<file path="config.mk">
export PLATFORM = sky130hd
export DESIGN_NAME = execute_stage_controller
export DESIGN_NICKNAME = d
export VERILOG_FILES = /design/src/rtl/execute_stage_controller.sv
export SDC_FILE = /design/constraint.sdc
export NUM_CORES = 1
export LEC_CHECK = 0
export CAP_MARGIN = 20
export CORE_AREA = 2 2 193 195
export CTS_BUF_LIST = sky130_fd_sc_hd__clkbuf_8 sky130_fd_sc_hd__clkbuf_16
export DETAILED_ROUTE_END_ITERATION = 12
export DIE_AREA = 0 0 195 197
export PLACE_DENSITY = 0.6
export SETUP_SLACK_MARGIN = 0.4
export SLEW_MARGIN = 0
export SYNTH_ARGS = -nofsm -noshare
export SYNTH_HDL_FRONTEND = slang
export SYNTH_SLANG_ARGS = --single-unit
</file>
<file path="constraint.sdc">
create_clock -name clk -period 4.1 [get_ports clk]
set_input_delay 1.23 -clock clk [delete_from_list [all_inputs] [get_ports clk]]
set_output_delay 1.23 -clock clk [all_outputs]
set_load 0.01 [all_outputs]
</file>
<file path="src/rtl/execute_stage_controller.sv">
// execute_stage_controller
//   Sequences one instruction at a time through the execute stage. Single-cycle
//   ops are handed to a combinational executor; mul/div ops are started on an
//   external multi-cycle unit and aborted if it does not answer within
//   MD_TIMEOUT cycles. Results are held for the memory stage until accepted.
//
// Ports
//   clk, reset            clock; synchronous active-low reset
//   id_valid/id_ready     instruction handshake from decode
//   id_is_muldiv, id_pc   instruction class and PC
//   ex_pc, exe_enable     latched PC and enable for the single-cycle executor
//   exe_done, alu_result  executor completion and result
//   jump_taken/target     executor branch outcome
//   md_start, md_abort    start/cancel pulses to the mul/div unit
//   md_done, md_result    mul/div completion and result
//   wb_valid/wb_ready     result handshake to memory stage (wb_result, wb_error)
//   redirect_valid/pc     one-cycle fetch redirect pulse
//   flush                 kills the in-flight instruction
//   busy, retire_count    controller not idle; retired instruction count
module execute_stage_controller #(
    parameter int unsigned XLEN       = 64,
    parameter int unsigned MD_TIMEOUT = 64
) (
    input  logic            clk,
    input  logic            reset,
    input  logic            id_valid,
    output logic            id_ready,
    input  logic            id_is_muldiv,
    input  logic [XLEN-1:0] id_pc,
    output logic [XLEN-1:0] ex_pc,
    output logic            exe_enable,
    input  logic            exe_done,
    input  logic [XLEN-1:0] alu_result,
    input  logic            jump_taken,
    input  logic [XLEN-1:0] jump_target,
    output logic            md_start,
    output logic            md_abort,
    input  logic            md_done,
    input  logic [XLEN-1:0] md_result,
    output logic            wb_valid,
    input  logic            wb_ready,
    output logic [XLEN-1:0] wb_result,
    output logic            wb_error,
    output logic            redirect_valid,
    output logic [XLEN-1:0] redirect_pc,
    input  logic            flush,
    output logic            busy,
    output logic [31:0]     retire_count
);

    typedef enum logic [1:0] {
        IDLE    = 2'd0,
        EXEC    = 2'd1,
        MD_WAIT = 2'd2,
        DRAIN   = 2'd3
    } state_t;

    state_t     state;
    state_t     state_next;
    logic [7:0] md_cnt;
    logic       redirect_q;
    logic       accept;
    logic       md_timeout_hit;
    logic       retire;

    always_comb begin
        state_next     = state;
        // A pending redirect is withdrawn if flush arrives in the same cycle.
        redirect_valid = redirect_q && !flush;
        id_ready       = ((state == IDLE) || ((state == DRAIN) && wb_ready))
                         && !redirect_valid && !flush;
        accept         = id_valid && id_ready;
        exe_enable     = (state == EXEC);
        md_start       = (state == MD_WAIT) && (md_cnt == '0);
        md_timeout_hit = (state == MD_WAIT) && !md_done
                         && (md_cnt == 8'(MD_TIMEOUT - 1));
        // Gated by reset so a reset arriving mid-wait never cancels the unit.
        md_abort       = reset && (state == MD_WAIT) && (flush || md_timeout_hit);
        wb_valid       = (state == DRAIN) && !flush;
        retire         = (state == DRAIN) && wb_ready && !flush;
        busy           = (state != IDLE);

        case (state)
            IDLE: begin
                if (accept) state_next = id_is_muldiv ? MD_WAIT : EXEC;
            end
            EXEC: begin
                if (exe_done) state_next = DRAIN;
            end
            MD_WAIT: begin
                if (md_done || md_timeout_hit) state_next = DRAIN;
            end
            DRAIN: begin
                if (wb_ready) begin
                    if (accept) state_next = id_is_muldiv ? MD_WAIT : EXEC;
                    else        state_next = IDLE;
                end
            end
            default: state_next = IDLE;
        endcase

        if (flush) state_next = IDLE;
    end

    always_ff @(posedge clk) begin
        if (!reset) begin
            state        <= IDLE;
            ex_pc        <= '0;
            wb_result    <= '0;
            wb_error     <= 1'b0;
            redirect_q   <= 1'b0;
            redirect_pc  <= '0;
            md_cnt       <= '0;
            retire_count <= '0;
        end else begin
            state <= state_next;

            if (accept) ex_pc <= id_pc;

            redirect_q <= 1'b0;
            if ((state == EXEC) && exe_done && jump_taken && !flush) begin
                redirect_q  <= 1'b1;
                redirect_pc <= jump_target;
            end

            if (!flush) begin
                if ((state == EXEC) && exe_done) begin
                    wb_result <= alu_result;
                    wb_error  <= 1'b0;
                end else if ((state == MD_WAIT) && md_done) begin
                    wb_result <= md_result;
                    wb_error  <= 1'b0;
                end else if (md_timeout_hit) begin
                    wb_result <= '0;
                    wb_error  <= 1'b1;
                end
            end

            // Counter restarts on every entry, including straight from DRAIN.
            if ((state_next == MD_WAIT) && (state != MD_WAIT)) md_cnt <= '0;
            else if (state == MD_WAIT)                         md_cnt <= md_cnt + 8'd1;

            if (retire) retire_count <= retire_count + 32'd1;
        end
    end

endmodule

</file>
# Word-level counts from Yosys, hierarchy flattened
# Index checks and enable logic that the tools add are counted.
[word_totals]
rom_bits = 0
output_inout_bits = 232
inputBits = 265
ff_bits = 236
ramBits = 0
n_memories = 0
latch_bits = 0
word_cells = 62
[classes]
order_cmp = 0
muxes = 15
eq_ne = 6
shifts = 0
mul = 0
n_reduce_logical = 29
div = 0
n_addsub = 2
bitwise_logic = 2
[ops]
columns = ["operator", "count"]
rows = [
  ["$mux 64", 3],
  ["$add 32x1->32 const B", 1],
  ["$logic_and 1x1->1", 17],
  ["$mux 2", 7],
  ["$add 8x1->8 const B", 1],
  ["$eq 8x6->1 const B", 1],
  ["$logic_not 8->1", 1],
  ["$pmux 2 s4", 1],
  ["$eq 2x2->1 const B", 3],
  ["$mux 1", 4],
  ["$logic_not 1->1", 3],
  ["$logic_or 1x1->1", 3],
  ["$reduce_bool 3->1", 1],
  ["$eq 2x1->1 const B", 1],
  ["$logic_not 2->1", 1],
  ["$ne 2x2->1 const B", 1],
  ["$not 1->1", 2],
  ["$reduce_and 2->1", 1],
  ["$reduce_bool 2->1", 1],
  ["$reduce_or 2->1", 1],
]

# Longest topological paths before layout
[depth]
word_depth = 13
ltp_mapped = 7
ltp_nobuf = 5

# Worst setup path after synthesis
# No wires, ideal clock.
[synth_path]
path_type = "input -> output"
startpoint = "input port reset"
endpoint = "output port md_abort"
arrival_ns = 2.301
required_time_ns = 2.870
cell_stages = 4
setup_slack_ns = 0.569
path_cell_list = "clkbuf_1 -> clkbuf_1 -> clkbuf_1 -> o211a_1"
[synth_via]
elab_chain_len = 2
[synth_lines]
columns = ["element", "line_no", "text"]
rows = [
  ["start, declared", "25", "input logic reset,"],
  ["$logic_and 1x1->1 (2 in series)", "78", "md_abort = reset && (state == MD_WAIT) && (flush || md_timeout_hit);"],
  ["end, declared", "37", "output logic md_abort,"],
]
# Every way passes these cells.

# Final worst setup path
[layout_path]
startpoint = "input port flush"
endpoint = "output port wb_valid"
[layout_via]
elab_chain_len = 2
[layout_lines]
columns = ["element", "line_no", "text"]
rows = [
  ["start, declared", "46", "input logic flush,"],
  ["$logic_not 1->1", "n/a", ""],
  ["$logic_and 1x1->1", "79", "wb_valid = (state == DRAIN) && !flush;"],
  ["end, declared", "40", "output logic wb_valid,"],
]
# Every way passes these cells.

==> impl_summary.log <==
INFO  metric die_area = 38420 µm²
INFO  metric worst-r2r-setup-slack = 1850 ps
INFO  metric slew_headroom = 0.3465
INFO  metric count_of_distinct_cell_types_in_the_synthesized_netlist = 49
INFO  metric numCtsBuffers = 27
INFO  metric number_of_nets_in_the_synthesized_netlist = 1396
INFO  metric numClockSinks = about 240
INFO  metric worstReg2RegStart = md_cnt[0]
INFO  metric finish.utilization = 0.4380
INFO  metric worstSkewPairLatency = 540 ps
INFO  metric fin_crit_sh = 0.8711
INFO  metric netlist_instances = 1128
INFO  metric max-clock-path-buffers = 3
INFO  metric grt_pass1_wl = 53390 µm
INFO  metric largest_fanout_on_the_critical_path = 8
INFO  metric postSynth.asyncResetShare = 0
INFO  metric crit_end = wb_valid
INFO  metric portBuffers = 496
INFO  metric min_period = 3572 ps
INFO  metric cp_launch_point = flush
INFO  metric critPathLaunchType = input pin
INFO  metric power.density = ~350 nW/µm²
INFO  metric insertedDiodeCount = 0
INFO  metric cp.arrival = between 2000 and 2500 ps
INFO  metric initial_utilization = 0.2654
INFO  metric holdBufCountCts = 0
INFO  metric grt_start_max_net_pins = 139
INFO  metric maxSlewViolCount = 0
INFO  metric rows = 70
INFO  metric global_route_usage_over_all_layers = 0.1727
INFO  metric ys_dominant_reg_cell = dfxtp_1
INFO  metric final_nets = 1839
INFO  metric timing_worst_setup_path_type = in -> out
INFO  metric avgViaCountPerCell = about 4.8
INFO  metric worst_r2r_endpoint = wb_result[10]
INFO  metric synth-seq-area-share = 0.4910
INFO  metric post_drt_wl_per_cell = 17.28 µm
INFO  metric synth.cell_area = 9622 µm²
INFO  metric worst_slew_pin_slew = 980.2 ps
INFO  metric hold_ws = 452.3 ps
INFO  metric pin_count = 497
INFO  metric static-leakage-power = 6.145 nW
INFO  metric synth_area_per_cell = 8.530 µm²
INFO  metric coreArea = 36260 µm²
INFO  metric max_cap_violations = 0
INFO  metric timing.critical_path.required = 2870 ps
INFO  metric clkTransAtPathRegs = 60 ps
INFO  metric fp.dieW = 195 µm
INFO  metric routed_wirelength = approximately 36000 µm
INFO  metric fin_skew = 7.484 ps
INFO  metric number_of_global_route_vias_before_repair = 9340
INFO  metric holdCritPathClass = reg -> reg
INFO  metric dp_hpwl = between 20000 and 30000 µm
INFO  metric ys.warnings.count = 0
INFO  metric flops_latches_synth = 236
INFO  metric gp_congestion = approximately 0.8
INFO  metric drt-initial-drc-count = 384
INFO  metric hold_violations = 0
INFO  metric outcome = complete, no violations
INFO  metric grt.overflow.total = 0
INFO  metric totalNegativeSetupSlack = 0 ps
INFO  metric fmax_achieved = 0.2800 GHz
INFO  metric drt.antenna.violating_nets = 0
INFO  metric drc_errors = 0
INFO  metric cts_tree = yes
INFO  metric dieHeight = 197 µm
INFO  metric antenna_found_initial = 2
INFO  metric unrepaired_setup_endpoints_after_global_routing = false
INFO  metric h-tree-depth = 1
INFO  metric drive_above_1_share = 0.05280
INFO  metric vias = 9799
INFO  metric setup_viol = 0
INFO  metric areaGrowthSynthToFinish = 65.06%
INFO  metric synth-edff-count = 0
INFO  metric clock_tree.root_cell = clkbuf_16
INFO  metric ir_drop = 0.0002693 V
INFO  metric reg2reg_depth = 6
INFO  metric crit_path_capture_type = output pin
INFO  metric drt_pre_antenna_iters = 4
-- per-layer routing --
metal / GRT usage / vias to the layer above / part of all wire
met5: 0 / - / 0.00096
met4: 0.03986 / 4 / 0.022
li1: - / 4850 / -
met1: 0.2059 / 4523 / 0.41
met3: 0.05116 / 51 / 0.080
met2: 0.3054 / 371 / 0.49
-- worst max-delay path: stages --
cell             delay [ps]
dlygate4sd2_1           280
buf_4                   190
nor2_1                  100
clkdlybuf4s50_1         540
-- cells in the final DEF (no fill, tap or decap), types with 9 or more instances in the layout --
cell / instances
a21oi_1: 143
nand3_1: 73
inv_1: 16
nand2b_1: 10
clkdlybuf4s50_1: 491
nor2_1: 27
clkbuf_16: 27
nand2_1: 279
buf_4: 18
o211a_1: 65
a22oi_1: 64
o41ai_1: 9
dfxtp_1: 236
o311ai_1: 9
xor2_1: 10
-- cells by family after synthesis --
group | count (synthesis) | share of synthesized area
flip-flops | 236 | 0.4910
adder cells (fa/ha/maj) | 3 | 0.003902
buffers and inverters | 115 | 0.05579
XOR/XNOR | 14 | 0.01274
AO/OA/AOI/OAI | 310 | 0.2229
multiplexers | 4 | 0.004161
AND/OR/NAND/NOR | 446 | 0.2095
-- where the power goes --
part	leakage [nW]	internal, mW	switching (mW)
registers	1.91	2.34	0.0254
logic	3.74	0.360	0.232
clock network	0.497	1.61	0.973
total	6.15	4.32	1.23
-- how the worst min path moves through the flow --
stage	from	end	slack (ps)	depth (start not counted)
after floorplan	md_cnt[0]	md_cnt[0]	460	2
after global placement	redirect_pc[20]	redirect_pc[20]	440	2
after detailed placement	ex_pc[38]	ex_pc[38]	450	2
after CTS	ex_pc[38]	ex_pc[38]	450	2
after global routing	ex_pc[38]	ex_pc[38]	470	2
final	redirect_pc[37]	redirect_pc[37]	450	2
-- repair_timing --
item	4_1_cts	5_1_grt
setup endpoints to repair	4	2
setup buffers	0	0
gates resized for setup	5	2
-- cell usage after synthesis (all sizes together), types with 8 or more instances --
cell type / instances / area [µm²]
nand2: 279 / 1047
xor2: 10 / 87.58
buf: 55 / 311.6
o211a: 66 / 660.6
nand4: 9 / 71.32
or4: 8 / 60.06
o41ai: 9 / 78.83
o311ai: 9 / 78.83
inv: 12 / 45.04
clkbuf: 48 / 180.2
dfxtp: 236 / 4725
nand2b: 10 / 62.56
a22oi: 64 / 480.5
nor2: 27 / 101.4
nand3: 75 / 392.9
o31ai: 8 / 60.06
a21oi: 144 / 720.7
-- cell type report --
| type | count | area [µm²] |
|---|---|---|
| clock inverters | 16 | 202.7 |
| flip-flops and latches | 236 | 4725 |
| well taps | 468 | 585.6 |
| repair buffers | 517 | 5169 |
| multi-input cells | 777 | 4394 |
| inverters | 12 | 47.55 |
| clock buffers | 33 | 758.2 |
| fillers | 3549 | 20380 |
-- per-stage QoR --
step	setup slack (ps)	power (mW)	instances	area (µm²)
6_report	528.4	5.546	2059	15880
5_1_grt	423.6	5.754	2059	15880
4_1_cts	296.6	5.638	2059	15880
3_5_place_dp	79.66	3.013	2010	14910
3_3_place_gp	103.1	3.008	2010	14910
2_1_floorplan	568.6	2.601	1128	9622
-- sequential cells by signal, indices dropped and copies added, names as in the netlist --
register	flops
ex_pc	64
md_cnt	8
redirect_pc	64
redirect_q	1
retire_count	32
state	2
wb_error	1
wb_result	64
No activity file was read; power rests on OpenSTA's default activity.
